**src/rtl/elevator_pkg.sv**
```systemverilog
// Shared definitions for the elevator request side: floor count, direction
// codes, per-request state encoding and position decode helpers.
package elevator_pkg;

  localparam int NUM_FLOORS = 4;

  localparam logic [1:0] DIR_STOP = 2'b00;
  localparam logic [1:0] DIR_UP   = 2'b01;
  localparam logic [1:0] DIR_DOWN = 2'b10;

  typedef enum logic {
    CALL_IDLE = 1'b0,
    CALL_HELD = 1'b1
  } call_state_e;

  // Car is stopped at a floor with the door open: even position, door open.
  function automatic logic at_floor(input logic [2:0] pos, input logic door_open);
    return !pos[0] && door_open;
  endfunction

  // Floor index (0 = floor1) of an even position; odd positions map to 0 and
  // must always be qualified by at_floor.
  function automatic logic [1:0] floor_idx(input logic [2:0] pos);
    return pos[0] ? 2'b00 : pos[2:1];
  endfunction

  // The illegal code 2'b11 behaves as stop, so it serves both directions.
  function automatic logic dir_serves_up(input logic [1:0] dir);
    return dir != DIR_DOWN;
  endfunction

  function automatic logic dir_serves_down(input logic [1:0] dir);
    return dir != DIR_UP;
  endfunction

endpackage

```
**src/rtl/elevator_call_panel_call_latch.sv**
```systemverilog
// One request bit: press edge detect, IDLE/HELD state and a saturating age.
// The cancel input only exists when CALL_CANCEL_EN is defined.
module call_latch
  import elevator_pkg::*;
#(
  parameter int MAX_WAIT = 255,
  parameter int AGE_W    = 8
) (
  input  logic clk,
  input  logic reset,
  input  logic press,
  input  logic clr,
`ifdef CALL_CANCEL_EN
  input  logic cancel_en,
`endif
  output logic held,
  output logic starved_bit
);

  localparam logic [AGE_W-1:0] MAX_AGE = AGE_W'(MAX_WAIT);

  logic             press_q, press_d;
  call_state_e      state_q, state_d;
  logic [AGE_W-1:0] age_q, age_d;
  logic             starved_q, starved_d;
  logic             rise;

  always_comb begin
    press_d = press;
    rise    = press && !press_q;
    state_d = state_q;

    case (state_q)
      // A press arriving while the bit is being served is absorbed.
      CALL_IDLE: if (rise && !clr) state_d = CALL_HELD;
      CALL_HELD: begin
        if (clr) begin
          state_d = CALL_IDLE;
        end
`ifdef CALL_CANCEL_EN
        else if (cancel_en && rise) begin
          state_d = CALL_IDLE;
        end
`endif
      end
      default:   state_d = CALL_IDLE;
    endcase

    // Age counts only cycles spent in HELD; the set cycle starts it at 0.
    if (state_q == CALL_HELD && state_d == CALL_HELD) begin
      age_d = (age_q == MAX_AGE) ? age_q : age_q + 1'b1;
    end else begin
      age_d = '0;
    end

    starved_d = (age_d == MAX_AGE);
  end

  always_ff @(posedge clk) begin
    if (reset) begin
      press_q   <= 1'b0;
      state_q   <= CALL_IDLE;
      age_q     <= '0;
      starved_q <= 1'b0;
    end else begin
      press_q   <= press_d;
      state_q   <= state_d;
      age_q     <= age_d;
      starved_q <= starved_d;
    end
  end

  assign held        = (state_q == CALL_HELD);
  assign starved_bit = starved_q;

endmodule

```
**src/rtl/elevator_call_panel.sv**
```systemverilog
// Hall/car call panel: latches button presses into held requests for the
// elevator controller and clears them when served. Optional CALL_CANCEL_EN
// lets a repeated car press cancel its request.
module elevator_call_panel
  import elevator_pkg::*;
#(
  parameter int MAX_WAIT = 255,
  parameter int AGE_W    = 8
) (
  input  logic       clk,
  input  logic       reset,
  input  logic [2:0] press_up,
  input  logic [2:0] press_down,
  input  logic [3:0] press_in,
  input  logic [2:0] position,
  input  logic       open,
  input  logic [1:0] direction,
  output logic [2:0] button_up,
  output logic [2:0] button_down,
  output logic [3:0] button_in,
  output logic       starved
);

  logic [2:0] clr_up;
  logic [2:0] clr_down;
  logic [3:0] clr_in;
  logic [2:0] starved_up;
  logic [2:0] starved_down;
  logic [3:0] starved_in;

  logic       stopped;
  logic [1:0] cur_floor;

  // Service decode: the hall-up bit for floor f is index f, the hall-down bit
  // for floor f is index f-1 (there is no down button on floor1).
  always_comb begin
    stopped   = at_floor(position, open);
    cur_floor = floor_idx(position);
    clr_up    = '0;
    clr_down  = '0;
    clr_in    = '0;
    for (int i = 0; i < NUM_FLOORS; i++) begin
      clr_in[i] = stopped && (cur_floor == 2'(i));
    end
    for (int i = 0; i < NUM_FLOORS - 1; i++) begin
      clr_up[i]   = stopped && dir_serves_up(direction)   && (cur_floor == 2'(i));
      clr_down[i] = stopped && dir_serves_down(direction) && (cur_floor == 2'(i + 1));
    end
  end

  genvar g;

  generate
    for (g = 0; g < NUM_FLOORS - 1; g++) begin : g_hall
      call_latch #(.MAX_WAIT(MAX_WAIT), .AGE_W(AGE_W)) u_up (
        .clk         (clk),
        .reset       (reset),
        .press       (press_up[g]),
        .clr         (clr_up[g]),
`ifdef CALL_CANCEL_EN
        .cancel_en   (1'b0),
`endif
        .held        (button_up[g]),
        .starved_bit (starved_up[g])
      );

      call_latch #(.MAX_WAIT(MAX_WAIT), .AGE_W(AGE_W)) u_down (
        .clk         (clk),
        .reset       (reset),
        .press       (press_down[g]),
        .clr         (clr_down[g]),
`ifdef CALL_CANCEL_EN
        .cancel_en   (1'b0),
`endif
        .held        (button_down[g]),
        .starved_bit (starved_down[g])
      );
    end

    for (g = 0; g < NUM_FLOORS; g++) begin : g_car
      call_latch #(.MAX_WAIT(MAX_WAIT), .AGE_W(AGE_W)) u_in (
        .clk         (clk),
        .reset       (reset),
        .press       (press_in[g]),
        .clr         (clr_in[g]),
`ifdef CALL_CANCEL_EN
        .cancel_en   (1'b1),
`endif
        .held        (button_in[g]),
        .starved_bit (starved_in[g])
      );
    end
  endgenerate

  // Each starved_bit is already a flop, so this OR is a registered view.
  assign starved = |{starved_up, starved_down, starved_in};

endmodule

```
**config.mk**
```make
export PLATFORM = sky130hd
export DESIGN_NAME = elevator_call_panel
export DESIGN_NICKNAME = d
export VERILOG_FILES = /design/src/rtl/elevator_pkg.sv /design/src/rtl/elevator_call_panel_call_latch.sv /design/src/rtl/elevator_call_panel.sv
export SDC_FILE = /design/constraint.sdc
export NUM_CORES = 1
export LEC_CHECK = 0
export BUFFER_PORTS_ARGS = -buffer_cell sky130_fd_sc_hd__buf_4
export CAP_MARGIN = 0
export CORE_MARGIN = 5
export CORE_UTILIZATION = 45
export DETAILED_ROUTE_END_ITERATION = 8
export GPL_TIMING_DRIVEN = 1
export SLEW_MARGIN = 0
export SYNTH_ARGS = -nofsm -noshare
export SYNTH_HDL_FRONTEND = slang
export SYNTH_HIERARCHICAL = 1
export SYNTH_SLANG_ARGS = --single-unit
export TNS_END_PERCENT = 20
```
**constraint.sdc**
```tcl
create_clock -name clk -period 1.4 [get_ports clk]
set_input_delay 0.07 -clock clk [delete_from_list [all_inputs] [get_ports clk]]
set_output_delay 0.07 -clock clk [all_outputs]
set_load 0.005 [all_outputs]
```
==> results of run 1 <==
worst max path at each step:
stage                              start                      endpoint  slack (ps)  cells past startpoint
2_1_floorplan     g_car[0].u_in/age_q[0]     g_car[0].u_in/starved_bit         -20                      5
3_3_place_gp                        open  g_hall[2].u_down/starved_bit        -120                      7
3_5_place_dp                        open  g_hall[2].u_down/starved_bit        -230                      7
4_1_cts        g_hall[2].u_down/age_q[0]  g_hall[2].u_down/starved_bit         -50                      5
5_1_grt           g_car[3].u_in/age_q[1]     g_car[3].u_in/starved_bit        -130                      5
6_report          g_car[3].u_in/age_q[6]     g_car[3].u_in/starved_bit         -60                      4
logic make-up (layout without fill, tap and decap cells):
logic type / after synthesis / in the layout
simple gates: 346 / 346
compound gates: 120 / 120
flops: 110 / 110
buf+inv: 52 / 220
mux: 30 / 30
fa+ha+maj: 10 / 10
xor+xnor: 10 / 10
cell usage after synthesis (11+ instances only):
library cell and n:
and3_2 30, nand2_1 50, nor3_1 50, buf_4 20, nor3b_1 20, and3_1 30, nor2_1 65, inv_1 12
and4b_1 11, nand3_1 11, a21oi_1 20, dfxtp_1 110, mux2i_1 30, a31oi_1 20
worst register-to-register path, cell delays in order, from the launching register on:
cell       delay (ps)
dfxtp_1           420
and3_2            250
nand4_1           140
mux2i_1           170
a2111oi_2         370
where the power goes:
group,internal [W],switching (W),total (W)
Sequential,0.00318,0.0000735,0.00326
Clock,0.00157,0.00113,0.00269
Combinational,0.000303,0.000241,0.000544
layout make-up:
class | instances | area, µm²
clock buffer | 12 | 236
clock inverter | 4 | 72.6
fill | 1196 | 5090
inverter | 12 | 45.0
multi-input combinational | 516 | 3800
sequential | 110 | 2300
tap | 176 | 220
timing repair buffer | 192 | 1470
registers in the layout, indices dropped and copies added, names as in the netlist:
name / flops
g_car.u_in/starved_bit: 4
g_hall.u_up/starved_bit: 3
g_car.u_in/held: 4
g_hall.u_down/starved_bit: 3
g_hall.u_up/press_q: 3
g_car.u_in/press_q: 4
g_hall.u_up/age_q: 24
g_hall.u_down/held: 3
g_hall.u_down/age_q: 24
g_hall.u_down/press_q: 3
g_hall.u_up/held: 3
g_car.u_in/age_q: 32
per-layer routing:
layer | share of wire | vias up
met5 | 0 | -
li1 | - | 2845
met3 | 0.024 | 20
met1 | 0.47 | 2738
met2 | 0.49 | 73
met4 | 0.019 | 0
through the flow:
stage / setup WS, ps / hold WS [ps] / utilization
after floorplan: -19.4 / 137 / -
after global placement: -122 / 300 / 0.565
after detailed placement: -233 / 307 / 0.565
after CTS: -46.3 / 1.79 / 0.600
after global routing: -127 / 29.4 / 0.615
final: -64.9 / 13.8 / 0.615
repair_timing:
action / CTS / global route
setup endpoints to repair: 11 / 16
hold endpoints to repair: 12 / 0
resized for setup: 14 / 36
pin swaps: 15 / 23
hold buffers: 9 / 0
setup buffers: 3 / 10
==> flow_summary_export.csv, run 1 <==
group,metric,value,unit
synthesis,yosys.area_share.simple,0.342,
clock_tree,clkTransAtPathRegs,70,ps
detailed_routing,drt_iter0_drc,357,
clock_tree,cts_sinks,110,
critical_path,path_cells,"and3_2 > nand4_1 > mux2i_1 > a2111oi_2",
clock_tree,htree_num_levels,3,
finish,fin_cells,1022,
timing,worstMarginPinSlew,432,ps
grt,globalRoute.totalOverflow,0,
critical_path,critPathBufInv,0,
timing,slew_headroom,0.712,
timing,setup_ws,-64.9,ps
synthesis,ys_async_sr_fraction,0,
detailed_routing,drc_errors,0,
timing,finalHoldViolations,0,
clock_tree,clk_latency,340,ps
clock_tree,cts_tree,"yes",
grt,grt_pass1_vias,5520,
critical_path,crit_path_max_incr_delay,420,ps
grt,grt-busiest-layer,"met2",
grt,use_met1,0.243,
finish,layout_commonest_cell,"buf_4",
floorplanning,dieArea,15900,µm²
timing,drv_slew,0,
critical_path,r2r_cells,4,
grt,met2_usage,0.308,
critical_path,end_kind,"register",
finish,fin_nets,869,
synthesis,netlist.top_cell.by_area,"dfxtp_1",
timing,setup_tns,-244,ps
synthesis,synth_top_area_frac,0.363,
placement,dpl_cell_area,7480,µm²
floorplanning,fp-row-count,42,
synthesis,syn-cell-area,6060,µm²
placement,place_congestion,0.850,
hold_path,hold-path-cell-count,3,
synthesis,synth_top_family_by_area,"simple AND/OR/NAND/NOR gates",
pwr,ir_drop,0.522,mV
finish,mostFrequentLayoutCells,"181 x buf_4, 73 x dfxtp_1, 65 x nor2_1",
outcome,status,"finished with violations",
timing,rsz0062_at_grt,"yes",
critical_path,crit_fanout,6,
detailed_routing,vias,5676,
outcome,violations,"setup timing",
synthesis,seq_area_frac_synth,0.363,
grt,antenna_found_initial,0,
finish,antenna_cells,0,
hold_path,min_from,"press_in[2]",
synthesis,muxShareOfSynthArea,0.0496,
synthesis,syn_inst,678,
floorplanning,start_util,0.458,
grt,use_met3,0.0254,
placement,dp_hpwl,11100,µm
run,cap_violations,0,
pwr,total_power,0.00649,W
pwr,cellPowerDensity,797,nW/µm²
synthesis,synth_ff_type,"dfxtp_1",
finish,drive_above_1_share,0.404,
clock_tree,ctsLongestPathBuffers,2,
placement,io_buffer_count,28,
critical_path,rrSetupSlack,-60,ps
finish,design_area,8150,µm²
detailed_routing,wl_per_cell,14.7,µm
grt,grt_max_degree,29,
synthesis,synthAdderAreaFrac,0.0206,
detailed_routing,antenna_left,0,
floorplanning,die_x,126,µm
synthesis,synth_compound_area_frac,0.151,
detailed_routing,wirelength,15000,µm
floorplanning,fp.dieH,126,µm
hold_path,whs_endpoint,"g_car[2].u_in/press_q",
timing,finalClockSkew,5.49,ps
critical_path,crit_type,"reg2reg",
synthesis,synthTopCellsByArea,"dfxtp_1 36%, mux2i_1 5.0%, nor3_1 4.1%",
critical_path,r2r_end,"g_car[3].u_in/starved_bit",
grt,grt_pass1_wl,25100,µm
clock_tree,cts_root_buffer,"clkbuf_16",
timing,post-route-period-util,1.05,
timing,setup_viol,11,
synthesis,avgSynthCellArea,8.94,µm²
grt,grt_usage,0.184,
synthesis,synth_cell_types,37,
critical_path,cpLargestDelayFamily,"flip-flops",
hold_path,hold_path_class,"in2reg",
floorplanning,ios,29,
critical_path,regToRegStartpoint,"g_car[3].u_in/age_q[6]",
timing,fmax,0.683,GHz
critical_path,setup.worst_path.start_class,"register",
synthesis,synth_nets,706,
synthesis,yosys.area_share.xor_xnor,0.0145,
clock_tree,numCtsBuffers,9,
critical_path,cp_data_required_time,1630,ps
critical_path,cp.arrival,1700,ps
synthesis,synth_seq_cells,110,
pwr,p_leak,3.57,nW
floorplanning,core,13200,µm²
detailed_routing,drt_first_pass_iters,5,
synthesis,synth_edf_count,0,
synthesis,yosys_warnings,6,
critical_path,crit_path_top_delay_cell,"dfxtp_1",
placement,place_inst,984,
finish,syn_to_final_growth,34.5,%
detailed_routing,vias_per_cell,5.55,
timing,period_needed,1460,ps
No activity file was read; power rests on OpenSTA's default activity.
==> run 2: changes to the inputs <==
--- a/config.mk
+++ b/config.mk
@@ -7,10 +7,13 @@
 export LEC_CHECK = 0
 export BUFFER_PORTS_ARGS = -buffer_cell sky130_fd_sc_hd__buf_4
 export CAP_MARGIN = 0
+export CELL_PAD_IN_SITES_DETAIL_PLACEMENT = 1
+export CELL_PAD_IN_SITES_GLOBAL_PLACEMENT = 1
 export CORE_MARGIN = 5
-export CORE_UTILIZATION = 45
+export CORE_UTILIZATION = 43
 export DETAILED_ROUTE_END_ITERATION = 8
 export GPL_TIMING_DRIVEN = 1
+export PLACE_DENSITY_LB_ADDON = 0.1
 export SLEW_MARGIN = 0
 export SYNTH_ARGS = -nofsm -noshare
 export SYNTH_HDL_FRONTEND = slang
==> run 2 against run 1 <==
Effect of this change:
- the run still ends with setup timing left
- critical path depth grew 1
- combinational power shrank 3%
- global-route usage grew 3.3 points
- final area shrank 0.75%
- sequential power is essentially flat
- worst setup slack lost 13 ps
- final cell count grew 0.29%
- non-clock buffer count shrank 1
- first-iteration DRC count shrank 34%
- sequential share of layout area grew 0.15 points
- highest routed layer unchanged
==> flow_summary_export.csv, run 2 (synthesis gave the netlist of run 1 again) <==
group,metric,value,unit
detailed_routing,wirelength,17800,µm
detailed_routing,vias_per_cell,5.64,
finish,seqCellArea,2300,µm²
floorplanning,die_x,129,µm
outcome,status,"finished with violations",
detailed_routing,vias,5776,
grt,grt_max_degree,25,
detailed_routing,drt_iter0_drc,236,
pwr,ir_drop,0.600,mV
grt,grt_pass1_wl,29700,µm
timing,finalClockSkew,7.69,ps
pwr,p_leak,3.53,nW
timing,period_needed,1480,ps
grt,grt_usage,0.217,
finish,drive_above_1_share,0.393,
outcome,violations,"setup timing",
critical_path,crit_fanout,6,
finish,mostFrequentLayoutCells,"181 x buf_4, 75 x dfxtp_1, 65 x nor2_1",
timing,drv_slew,0,
timing,finalHoldViolations,0,
clock_tree,cts_sinks,110,
critical_path,cp_data_required_time,1650,ps
critical_path,end_kind,"register",
grt,grt_pass1_vias,6084,
placement,io_buffer_count,28,
timing,slew_headroom,0.720,
grt,antenna_found_initial,0,
timing,post-route-period-util,1.06,
critical_path,cp.arrival,1730,ps
floorplanning,fp.dieH,129,µm
run,cap_violations,0,
critical_path,crit_type,"reg2reg",
hold_path,min_from,"reset",
placement,dp_hpwl,13200,µm
floorplanning,ios,29,
finish,largest-register,"g_car.u_in/age_q",
finish,syn_to_final_growth,33.5,%
clock_tree,cts_tree,"yes",
finish,multi_input_area,3760,µm²
timing,worstMarginPinSlew,413,ps
clock_tree,clk_latency,360,ps
floorplanning,fp-row-count,43,
clock_tree,cts_root_buffer,"clkbuf_16",
timing,rsz0062_at_grt,"yes",
placement,place_congestion,0.860,
clock_tree,ctsLongestPathBuffers,2,
floorplanning,core,13800,µm²
critical_path,setup.worst_path.start_class,"register",
critical_path,startpoint,"g_car[2].u_in/age_q[0]",
clock_tree,htree_num_levels,3,
finish,largest_register_ffs,32,
finish,antenna_cells,0,
finish,largestRegisters,"g_car.u_in/age_q (32), g_hall.u_down/age_q (24), g_hall.u_up/age_q (24)",
pwr,total_power,0.00642,W
clock_tree,numCtsBuffers,9,
clock_tree,clkTransAtPathRegs,80,ps
timing,setup_ws,-78.3,ps
grt,globalRoute.totalOverflow,0,
pwr,cellPowerDensity,794,nW/µm²
timing,setup_tns,-474,ps
finish,layout_commonest_cell,"buf_4",
critical_path,regToRegStartpoint,"g_car[2].u_in/age_q[0]",
detailed_routing,wl_per_cell,17.3,µm
finish,n_fill_cell,1618,
timing,setup_viol,13,
timing,fmax,0.676,GHz
hold_path,hold_path_class,"in2reg",
finish,fin_nets,868,
detailed_routing,drc_errors,0,
detailed_routing,antenna_left,0,
floorplanning,dieArea,16600,µm²
floorplanning,start_util,0.438,
detailed_routing,drt_first_pass_iters,4,
[run 2: per-stage QoR]
step / cell area, µm² / setup WS (ps) / utilization / hold WS [ps] / instances
floorplan: 6300 / -19.4 / - / 137 / 678
global placement: 7500 / -94.3 / 0.542 / 301 / 989
detailed placement: 7500 / -218 / 0.542 / 316 / 989
CTS: 7970 / -63.3 / 0.576 / 55.8 / 1019
global route: 8090 / -172 / 0.585 / 67.0 / 1025
finish: 8090 / -78.3 / 0.585 / 64.4 / 1025
[run 2: timing repair]
| action | 4_1_cts | 5_1_grt |
|---|---|---|
| hold endpoints to repair | 14 | 0 |
| buffers inserted | 4 | 6 |
| endpoints found under the setup margin | 11 | 20 |
| hold buffers | 10 | 0 |
| gates resized for setup | 11 | 22 |
| pin swaps | 11 | 15 |
[run 2: path summary, 6_finish.rpt]
path | endpoint | slack (ps) | cells past startpoint
hold reg to reg | g_hall[1].u_up/held | 410 | 1
setup reg to reg | g_car[2].u_in/starved_bit | -80 | 5
setup / recovery | g_car[2].u_in/starved_bit | -80 | 5
hold / removal | g_hall[2].u_up/press_q | 60 | 2
[run 2: power by group]
part	switching, W	internal [W]
sequential	0.0000790	0.00318
clock	0.00122	0.00140
combinational	0.000241	0.000287
[run 2: metal layers]
metal,track usage,share of wire
met1,0.257,0.44
met2,0.402,0.53
met3,0.0419,0.025
met4,0.0500,0.013
met5,0,0
[run 2: final cells by class]
class                      instances  area share
clock inverter                     6     0.00897
sequential                       110       0.284
tap                              180      0.0278
timing repair buffer             191       0.180
clock buffer                      10      0.0283
multi-input combinational        516       0.465
inverter                          12     0.00557
[run 2: critical path, stage by stage (launching register included)]
cell,delay [ps]
dfxtp_4,390
ha_4,160
and2_4,140
nand4_1,130
mux2i_1,190
a2111oi_2,370
==> run 3: changes to the inputs <==
--- a/config.mk
+++ b/config.mk
@@ -8,9 +8,9 @@
 export BUFFER_PORTS_ARGS = -buffer_cell sky130_fd_sc_hd__buf_4
 export CAP_MARGIN = 0
 export CELL_PAD_IN_SITES_DETAIL_PLACEMENT = 1
-export CELL_PAD_IN_SITES_GLOBAL_PLACEMENT = 1
+export CELL_PAD_IN_SITES_GLOBAL_PLACEMENT = 2
 export CORE_MARGIN = 5
-export CORE_UTILIZATION = 43
+export CORE_UTILIZATION = 35
 export DETAILED_ROUTE_END_ITERATION = 8
 export GPL_TIMING_DRIVEN = 1
 export PLACE_DENSITY_LB_ADDON = 0.1
@@ -19,4 +19,4 @@
 export SYNTH_HDL_FRONTEND = slang
 export SYNTH_HIERARCHICAL = 1
 export SYNTH_SLANG_ARGS = --single-unit
-export TNS_END_PERCENT = 20
+export TNS_END_PERCENT = 1
==> run 3 against run 2 <==
Effect of this change:
- the run still ends with setup timing left
- sequential share of layout area shrank 1.1 points
- routed wire length grew 1.3%
- critical path type unchanged
- hold slack gained 5.0 ps
- worst setup slack lost 22 ps
- core utilization shrank 9.1 points
- final cell count grew 6.8%
- highest routed layer unchanged
- power shrank 1.4%
- clock power shrank 5%
- via count grew 1.2%
- final area grew 4.5%
- global-route usage shrank 3.7 points
- critical endpoint unchanged
- largest cell class unchanged
==> flow_summary_export.csv, run 3 (synthesis gave the netlist of run 1 again) <==
group,metric,value,unit
critical_path,startpoint,"g_car[2].u_in/age_q[0]",
detailed_routing,vias,5843,
grt,use_met3,0.0209,
pwr,cellPowerDensity,749,nW/µm²
finish,largest-register,"g_car.u_in/age_q",
timing,slew_headroom,0.675,
finish,seqCellArea,2310,µm²
pwr,p_leak,3.63,nW
placement,post-place-ws,-286,ps
floorplanning,dieArea,20000,µm²
detailed_routing,antenna_left,0,
floorplanning,core,17100,µm²
timing,finalHoldViolations,0,
critical_path,crit_fanout,5,
critical_path,path_cells,"and3_4 > buf_4 > o211ai_1 > nand4b_1 > a2111oi_4",
timing,setup_tns,-692,ps
finish,mostFrequentLayoutCells,"203 x buf_4, 70 x dfxtp_1, 64 x nor2_1",
critical_path,critPathBufInv,1,
timing,finalClockSkew,5.15,ps
grt,globalRoute.totalOverflow,0,
critical_path,cp_data_required_time,1650,ps
placement,dpl_cell_area,7690,µm²
hold_path,min_from,"reset",
grt,grt_pass1_vias,6120,
critical_path,crit_path_top_delay_cell,"a2111oi_4",
grt,grt-busiest-layer,"met2",
timing,setup_ws,-100,ps
run,cap_violations,0,
critical_path,end_kind,"register",
pwr,ir_drop,0.618,mV
finish,drive_above_1_share,0.426,
hold_path,whs_endpoint,"g_car[0].u_in/age_q[5]",
clock_tree,cts_root_buffer,"clkbuf_16",
clock_tree,ctsLongestPathBuffers,2,
timing,post-route-period-util,1.07,
clock_tree,cts_sinks,110,
detailed_routing,drt_first_pass_iters,4,
timing,worstMarginPinSlew,486,ps
floorplanning,fp.dieH,142,µm
grt,grt_usage,0.180,
clock_tree,htree_num_levels,3,
detailed_routing,drt_iter0_drc,160,
critical_path,setup.worst_path.start_class,"register",
grt,grt_max_degree,20,
clock_tree,clk_latency,350,ps
placement,io_buffer_count,28,
finish,largestRegisters,"g_car.u_in/age_q (32), g_hall.u_down/age_q (24), g_hall.u_up/age_q (24)",
grt,use_met1,0.222,
grt,antenna_found_initial,0,
grt,grt_pass1_wl,30100,µm
outcome,violations,"setup timing",
finish,antenna_cells,0,
finish,syn_to_final_growth,39.4,%
detailed_routing,wl_per_cell,16.4,µm
finish,fin_nets,893,
finish,layout_commonest_cell,"buf_4",
critical_path,crit_type,"reg2reg",
detailed_routing,vias_per_cell,5.34,
clock_tree,numCtsBuffers,9,
floorplanning,start_util,0.354,
clock_tree,cts_tree,"yes",
finish,multi_input_area,3880,µm²
critical_path,cpLargestDelayFamily,"compound AO/OA/AOI/OAI gates",
finish,largest_register_ffs,32,
timing,rsz0062_at_grt,"yes",
hold_path,hold-path-cell-count,2,
floorplanning,fp-row-count,48,
outcome,status,"finished with violations",
critical_path,crit_path_max_incr_delay,390,ps
placement,dp_hpwl,13500,µm
critical_path,rrSetupSlack,-100,ps
timing,drv_slew,0,
critical_path,r2r_end,"g_car[2].u_in/starved_bit",
timing,setup_viol,15,
grt,met2_usage,0.328,
floorplanning,die_x,142,µm
critical_path,cp.arrival,1750,ps
critical_path,r2r_cells,5,
finish,n_fill_cell,1998,
critical_path,regToRegStartpoint,"g_car[2].u_in/age_q[0]",
placement,place_congestion,0.800,
timing,fmax,0.667,GHz
clock_tree,clkTransAtPathRegs,70,ps
finish,design_area,8450,µm²
timing,period_needed,1500,ps
pwr,total_power,0.00633,W
detailed_routing,drc_errors,0,
hold_path,hold_path_class,"in2reg",
detailed_routing,wirelength,18000,µm
floorplanning,ios,29,
run 3: changes by cell type in the layout (fill, tap and decap cells not counted), moves of 4 or more:
cell	delta
and3_4	+4
buf_4	+22
dfxtp_1	-5
nor3b_4	+4
a21boi_0	-5
and3_2	-5
a21boi_1	+5
run 3: cell type report:
class | instances | share of cell area
Sequential cell | 110 | 0.273
Inverter | 12 | 0.00533
Clock inverter | 7 | 0.00666
Clock buffer | 9 | 0.0267
Timing Repair Buffer | 216 | 0.196
Tap cell | 225 | 0.0333
Multi-Input combinational cell | 516 | 0.459
run 3: what timing repair did:
item | CTS | global route
endpoints found under the hold margin | 19 | 0
pin swaps | 17 | 15
gates resized for setup | 28 | 37
setup buffers | 7 | 9
setup endpoints to repair | 11 | 34
hold buffers | 10 | 0
run 3: worst max path at each step:
stage	end	slack (ps)	cells after the start
2_1_floorplan	g_car[0].u_in/starved_bit	-20	5
3_3_place_gp	g_hall[0].u_down/starved_bit	-170	7
3_5_place_dp	g_hall[2].u_down/starved_bit	-290	7
4_1_cts	g_car[3].u_in/starved_bit	-50	5
5_1_grt	g_car[3].u_in/starved_bit	-170	5
6_report	g_car[2].u_in/starved_bit	-100	5
run 3: through the flow:
step / hold slack, ps / instances / util
2_1_floorplan: 137 / 678 / -
3_3_place_gp: 301 / 1053 / 0.450
3_5_place_dp: 317 / 1053 / 0.450
4_1_cts: 64.3 / 1086 / 0.481
5_1_grt: 67.1 / 1095 / 0.494
6_report: 69.4 / 1095 / 0.494
run 3: routing by layer:
layer | vias to the layer above | part of all wire | routed length (µm)
met5 | - | 0 | 0
met4 | 0 | 0.017 | 301
met3 | 20 | 0.017 | 309
met2 | 60 | 0.51 | 9220
met1 | 2864 | 0.45 | 8160
li1 | 2899 | - | -
run 3: power breakdown:
part / internal, W / total, W / switching [W]
sequential: 0.00318 / 0.00325 / 0.0000750
clock: 0.00124 / 0.00251 / 0.00127
combinational: 0.000312 / 0.000568 / 0.000256
run 3: worst reg2reg max path: stages, from the launching register on:
cell       delay (ps)
dfxtp_4           370
and3_4            200
buf_4             140
o211ai_1           80
nand4b_1          210
a2111oi_4         390
